==> config.mk <==
export PLATFORM = sky130hd
export DESIGN_NAME = operand_hazard_controller
export DESIGN_NICKNAME = d
export VERILOG_FILES = /design/src/rtl/operand_hazard_controller.sv
export SDC_FILE = /design/constraint.sdc
export NUM_CORES = 1
export LEC_CHECK = 0
export ABC_AREA = 0
export CORE_AREA = 2 2 58 60
export CTS_CLUSTER_DIAMETER = 80
export DETAILED_ROUTE_END_ITERATION = 10
export DIE_AREA = 0 0 60 62
export PLACE_DENSITY = 0.78
export SYNTH_ARGS = -nofsm -noshare
export SYNTH_HDL_FRONTEND = slang
export SYNTH_SLANG_ARGS = --single-unit
export TNS_END_PERCENT = 5
==> constraint.sdc <==
create_clock -name clk -period 6.4 [get_ports clk]
set_clock_uncertainty 0.05 [all_clocks]
set_input_delay 1.6 -clock clk [delete_from_list [all_inputs] [get_ports clk]]
set_output_delay 1.6 -clock clk [all_outputs]
set_load 0.005 [all_outputs]
==> src/rtl/operand_hazard_controller.sv <==
// Execute-stage operand controller.
// Tracks the destination registers of the instructions in EX and MEM. Computes the ALU
// input-1 select and the forwarding selects for both operands, registered into EX.
// A small FSM turns load-use hazards into one stall bubble and taken branches into
// FLUSH_CYCLES flush bubbles.
module operand_hazard_controller #(
   parameter int unsigned FLUSH_CYCLES = 2,
   parameter int unsigned REG_ADDR_W   = 5
) (
   input  logic                  clk,
   input  logic                  reset,
   input  logic                  idValid,
   input  logic [REG_ADDR_W-1:0] idRs1,
   input  logic [REG_ADDR_W-1:0] idRs2,
   input  logic                  idUsesRs1,
   input  logic                  idUsesRs2,
   input  logic [1:0]            idOp1Kind,
   input  logic [REG_ADDR_W-1:0] idRd,
   input  logic                  idRegWrite,
   input  logic                  idMemRead,
   input  logic                  branchTaken,
   input  logic                  stallExternal,
   output logic [1:0]            input1Select,
   output logic [1:0]            fwd1Select,
   output logic [1:0]            fwd2Select,
   output logic                  exValid,
   output logic                  stallId,
   output logic                  flushIfId
);

   typedef enum logic [1:0] {
      StRun,
      StLoadStall,
      StFlush
   } state_e;

   localparam logic [1:0] FlushInit = 2'(FLUSH_CYCLES - 1);

   localparam logic [1:0] SelReg  = 2'b00;
   localparam logic [1:0] SelPc   = 2'b01;
   localparam logic [1:0] SelZero = 2'b10;

   localparam logic [1:0] FwdRegFile = 2'b00;
   localparam logic [1:0] FwdExMem   = 2'b01;
   localparam logic [1:0] FwdMemWb   = 2'b10;

   state_e     state_q, state_d;
   logic [1:0] flush_count_q, flush_count_d;

   // EX and MEM stage slots. No WB slot is kept: once an ID instruction reaches EX,
   // the instruction now in MEM/WB has already written the register file.
   logic                  ex_valid_q;
   logic [REG_ADDR_W-1:0] ex_rd_q;
   logic                  ex_regwrite_q;
   logic                  ex_memread_q;
   logic                  mem_valid_q;
   logic [REG_ADDR_W-1:0] mem_rd_q;
   logic                  mem_regwrite_q;

   logic [1:0] input1_sel_q, fwd1_sel_q, fwd2_sel_q;

   logic       ex_fwd_ok, mem_fwd_ok;
   logic [1:0] fwd1_d, fwd2_d, op1_sel_d;
   logic       load_use;
   logic       take_id;

   // Which in-flight stages may forward at all (x0 is never forwarded).
   always_comb begin
      ex_fwd_ok  = ex_valid_q & ex_regwrite_q & (ex_rd_q != '0);
      mem_fwd_ok = mem_valid_q & mem_regwrite_q & (mem_rd_q != '0);
   end

   // Forward selects seen from ID: current EX becomes EX/MEM, current MEM becomes MEM/WB.
   always_comb begin
      fwd1_d = FwdRegFile;
      if (idUsesRs1 && ex_fwd_ok && (ex_rd_q == idRs1)) begin
         fwd1_d = FwdExMem;
      end else if (idUsesRs1 && mem_fwd_ok && (mem_rd_q == idRs1)) begin
         fwd1_d = FwdMemWb;
      end
      fwd2_d = FwdRegFile;
      if (idUsesRs2 && ex_fwd_ok && (ex_rd_q == idRs2)) begin
         fwd2_d = FwdExMem;
      end else if (idUsesRs2 && mem_fwd_ok && (mem_rd_q == idRs2)) begin
         fwd2_d = FwdMemWb;
      end
   end

   // Operand-1 source decode; the reserved code falls back to the register path.
   always_comb begin
      case (idOp1Kind)
         2'b01:   op1_sel_d = SelPc;
         2'b10:   op1_sel_d = SelZero;
         default: op1_sel_d = SelReg;
      endcase
   end

   // A load in EX whose rd is read by the ID instruction cannot be forwarded in time.
   always_comb begin
      load_use = idValid & ex_valid_q & ex_memread_q & (ex_rd_q != '0) &
                 ((idUsesRs1 & (idRs1 == ex_rd_q)) | (idUsesRs2 & (idRs2 == ex_rd_q)));
   end

   // Next-state decision: stall/flush strobes and whether ID or a bubble enters EX.
   always_comb begin
      state_d       = state_q;
      flush_count_d = flush_count_q;
      take_id       = 1'b0;
      stallId       = 1'b0;
      flushIfId     = 1'b0;
      if (stallExternal) begin
         stallId = 1'b1;
      end else begin
         case (state_q)
            StRun, StLoadStall: begin
               if (branchTaken) begin
                  flushIfId = 1'b1;
                  if (FlushInit != 2'd0) begin
                     state_d       = StFlush;
                     flush_count_d = FlushInit;
                  end else begin
                     state_d       = StRun;
                     flush_count_d = 2'd0;
                  end
               end else if ((state_q == StRun) && load_use) begin
                  stallId = 1'b1;
                  state_d = StLoadStall;
               end else begin
                  // In LOAD_STALL the held instruction enters; the load now sits in MEM.
                  take_id = 1'b1;
                  state_d = StRun;
               end
            end
            StFlush: begin
               // EX holds a bubble here, so any branchTaken is spurious and ignored.
               flushIfId     = 1'b1;
               flush_count_d = flush_count_q - 2'd1;
               if (flush_count_q <= 2'd1) begin
                  state_d       = StRun;
                  flush_count_d = 2'd0;
               end
            end
            default: begin
               state_d       = StRun;
               flush_count_d = 2'd0;
            end
         endcase
      end
   end

   // Pipeline advance: FSM, stage slots and registered selects; all hold on stallExternal.
   always_ff @(posedge clk or posedge reset) begin
      if (reset) begin
         state_q        <= StRun;
         flush_count_q  <= 2'd0;
         ex_valid_q     <= 1'b0;
         ex_rd_q        <= '0;
         ex_regwrite_q  <= 1'b0;
         ex_memread_q   <= 1'b0;
         mem_valid_q    <= 1'b0;
         mem_rd_q       <= '0;
         mem_regwrite_q <= 1'b0;
         input1_sel_q   <= SelReg;
         fwd1_sel_q     <= FwdRegFile;
         fwd2_sel_q     <= FwdRegFile;
      end else if (!stallExternal) begin
         state_q        <= state_d;
         flush_count_q  <= flush_count_d;
         mem_valid_q    <= ex_valid_q;
         mem_rd_q       <= ex_rd_q;
         mem_regwrite_q <= ex_regwrite_q;
         if (take_id) begin
            ex_valid_q    <= idValid;
            ex_rd_q       <= idRd;
            ex_regwrite_q <= idRegWrite;
            ex_memread_q  <= idMemRead;
            input1_sel_q  <= op1_sel_d;
            fwd1_sel_q    <= fwd1_d;
            fwd2_sel_q    <= fwd2_d;
         end else begin
            ex_valid_q    <= 1'b0;
            ex_rd_q       <= '0;
            ex_regwrite_q <= 1'b0;
            ex_memread_q  <= 1'b0;
            input1_sel_q  <= SelReg;
            fwd1_sel_q    <= FwdRegFile;
            fwd2_sel_q    <= FwdRegFile;
         end
      end
   end

   assign input1Select = input1_sel_q;
   assign fwd1Select   = fwd1_sel_q;
   assign fwd2Select   = fwd2_sel_q;
   assign exValid      = ex_valid_q;

endmodule

==> insert_results.sql <==
INSERT INTO impl_metrics (metric_group, metric, value, unit) VALUES
('synthesis', 'async_reset_ff_share', '100', '%'),
('clock_tree', 'clock_latency', '0.31', 'ns'),
('timing', 'period_share', '86.4', '%'),
('route', 'routed_wire_length_per_instance', '13.9', 'um'),
('clock_tree', 'clock_tree.root_cell', 'clkbuf_4', ''),
('floorplan', 'placeableCoreArea', '3180', 'um^2'),
('global_routing', 'antenna_found_initial', '0', ''),
('cells_and_area', 'finish.net_count', '193', ''),
('route', 'detail_route.drc_violations', '0', ''),
('synthesis', 'syn_avg_cell_area', '10.1', 'um^2'),
('route', 'drt_pass1_iterations', '6', ''),
('global_routing', 'grt_max_degree', '31', ''),
('clock_tree', 'number_of_h_tree_levels', '1', ''),
('clock_tree', 'worst_setup_hold_path_clk_slew', '0.13', 'ns'),
('min_path', 'timing.hold.worst.class', 'register to register', ''),
('power', 'leakage_power', '0.742', 'nW'),
('floorplan', 'std_cell_rows', '21', ''),
('place', 'dp.cells', '208', ''),
('synthesis', 'number_of_enable_flip_flop_cells_after_synthesis', '0', ''),
('floorplan', 'initial_core_util', '41.8', '%'),
('power', 'fin_total_pwr', '0.318', 'mW'),
('timing', 'hold_viol', '0', ''),
('route', 'route.final.wire_length', '2.95', 'mm'),
('setup_path', 'critical_setup_path_kind', 'primary input to output port', ''),
('cells_and_area', 'area_growth', '31.4', '%'),
('clock_tree', 'cts_hold_buffers', '0', ''),
('timing', 'fmaxAchievable', '181', 'MHz'),
('setup_path', 'worstSetupStartpointType', 'primary input', ''),
('job', 'drv.max_cap_violation_count', '0', ''),
('place', 'detailed_place_hpwl', '2.26', 'mm'),
('synthesis', 'synth_sequential_area_ratio', '47.1', '%'),
('timing', 'finalSetupViolations', '0', ''),
('setup_path', 'cp_required', '4.75', 'ns'),
('floorplan', 'die_area', '3720', 'um^2'),
('clock_tree', 'clock_sinks', '25', ''),
('place', 'number_of_buffer_cells_added_on_primary_ports', '34', ''),
('setup_path', 'cp.arrival', '3.88', 'ns'),
('synthesis', 'ys.warnings.count', '0', ''),
('timing', 'fin_setup_tns', '0', 'ns'),
('timing', 'finalCriticalPeriod', '5.53', 'ns'),
('min_path', 'min_to', 'ex_memread_q$_DFFE_PP0N_', ''),
('synthesis', 'synth-main-ff-cell', 'dfrtp_1', ''),
('setup_path', 'r2r-start', 'ex_rd_q[4]$_DFFE_PP0N_', ''),
('route', 'drt.antenna.violating_nets', '0', ''),
('timing', 'rsz0062_at_grt', 'no', ''),
('clock_tree', 'post_cts_resized', '0', ''),
('route', 'vias', '1076', ''),
('global_routing', 'first_global_vias', '1069', ''),
('outcome', 'status', 'complete, no violations', ''),
('clock_tree', 'tritoncts_clock_tree', 'yes', ''),
('floorplan', 'io_pins', '35', ''),
('setup_path', 'worst_r2r_endpoint', 'ex_rd_q[2]$_DFFE_PP0N_', ''),
('synthesis', 'syn-instance-count', '131', ''),
('timing', 'maxSlewViolCount', '0', ''),
('synthesis', 'synthesis.nets', '157', ''),
('synthesis', 'yosysUniqueCellTypes', '30', ''),
('route', 'detailedRoute.firstIterationViolations', '52', ''),
('place', 'finalWeightedCongestion', '0.802', ''),
('power', 'p_per_area', '182', 'nW/um^2'),
('clock_tree', 'cts_buffers', '3', ''),
('cells_and_area', 'final-instance-count-excl-fill', '212', ''),
('global_routing', 'grt_pass1_wl', '4.65', 'mm'),
('floorplan', 'fp.dieH', '62', 'um'),
('synthesis', 'postSynthRegisterBits', '25', ''),
('cells_and_area', 'final_layout_size_suffix_gt1_share', '10.2', '%'),
('global_routing', 'overflow', '0', ''),
('min_path', 'worstHoldStart', 'ex_memread_q$_DFFE_PP0N_', ''),
('clock_tree', 'clock_tree.buffer_depth', '2', ''),
('timing', 'maxSlewHeadroom', '39.1', '%'),
('cells_and_area', 'num_antenna_cells', '0', ''),
('setup_path', 'worst-r2r-setup-slack', '4.40', 'ns'),
('timing', 'worst_slew_pin_slew', '0.913', 'ns'),
('power', 'worst_ir_drop_vdd', '0.0527', 'mV'),
('synthesis', 'synth.cell_area', '1330', 'um^2'),
('route', 'vias_per_cell', '5.08', ''),
('clock_tree', 'post_cts.repair.setup_buffers', '0', ''),
('setup_path', 'critPathCaptureType', 'output port', ''),
('floorplan', 'dieWidth', '60', 'um'),
('setup_path', 'highest_fanout_seen_on_the_critical_path', '16', ''),
('min_path', 'holdPathStages', '2', ''),
('setup_path', 'rr_worst_depth', '5', ''),
('global_routing', 'grt.total_usage', '16.5', '%');
[critical path: stages]
cell and delay [ns]:
clkdlybuf4s50_1 0.45, xor2_1 0.17, nor4_1 0.32, nand3_1 0.23, a21oi_4 0.43, a21o_1 0.18, clkdlybuf4s50_1 0.50
[layer usage]
metal	vias up	wire [um]	global-route usage, %
met5	-	0	0
met3	2	139	2.28
met1	512	1310	21.1
li1	528	-	-
met2	34	1470	28.9
met4	0	29	5.40
[power by group]
part           internal (mW)  switching (mW)
Combinational         0.0384          0.0276
Clock                 0.0243          0.0438
Sequential             0.169          0.0148
[final cells by class]
| class | instances | area, um^2 |
|---|---|---|
| tap | 46 | 57.6 |
| timing repair buffer | 36 | 355 |
| multi-input combinational | 99 | 673 |
| sequential | 25 | 626 |
| inverter | 2 | 7.51 |
| fill | 292 | 1430 |
| clock buffer | 4 | 26.3 |
[kinds of logic after synthesis]
logic type	after synthesis	share of synthesized area [%]
flops	25	47.1
buf+inv	7	2.26
xor+xnor	20	13.2
compound gates	25	14.0
simple gates	47	17.5
mux	7	5.93
[how the worst max path moves through the flow]
stage,endpoint,cells past startpoint,slack [ns],start
finish,stallId,7,0.87,idRs1[4]
global route,stallId,7,0.74,idRs1[4]
CTS,stallId,7,0.85,idRs1[4]
detailed placement,stallId,7,0.85,idRs1[4]
global placement,stallId,7,0.91,idRs1[4]
floorplan,stallId,6,2.03,idRs1[4]
[flip-flops by register name, summed over array words and instances, names as in the netlist]
signal	flops
flush_count_q	2
ex_memread_q	1
fwd1Select	2
fwd2Select	2
ex_regwrite_q	1
mem_rd_q	5
exValid	1
mem_valid_q	1
mem_regwrite_q	1
state_q	2
ex_rd_q	5
input1Select	2
[synth_stat cells, types with 2 or more instances]
cell	number	area share (%)
mux2_2	7	5.9
o21ai_0	9	3.4
or4_4	2	1.7
xor2_1	16	11
clkbuf_1	4	1.1
nand3_1	4	1.5
nor4_1	4	1.9
nand3b_1	3	1.7
nor2b_1	2	0.94
o41ai_1	2	1.3
nand2_1	24	6.8
xnor2_1	4	2.6
inv_1	2	0.57
o21ai_1	4	1.5
o41ai_2	2	2.4
dfrtp_1	25	47
nor2_1	4	1.1
[through the flow]
step                      util (%)  setup slack, ns  area [um^2]  hold WS, ns
after global placement        54.1            0.911         1720        0.426
after CTS                     54.9            0.848         1750        0.459
final                         54.9            0.868         1750        0.459
after global routing          54.9            0.743         1750        0.490
after floorplan                  -             2.03         1330        0.409
after detailed placement      54.1            0.849         1720        0.421
[cell usage in the layout (no fill, tap or decap), types with 2 or more instances in the layout]
cell / instances
buf_4: 2
clkbuf_4: 3
clkdlybuf4s50_1: 34
dfrtp_1: 25
inv_1: 2
mux2_2: 7
nand2_1: 24
nand3_1: 4
nand3b_1: 3
nor2_1: 4
nor2b_1: 2
nor4_1: 4
o21ai_0: 9
o21ai_1: 4
o41ai_1: 2
o41ai_2: 2
or4_4: 2
xnor2_1: 4
xor2_1: 16
Power figures use the tool's default switching activity.
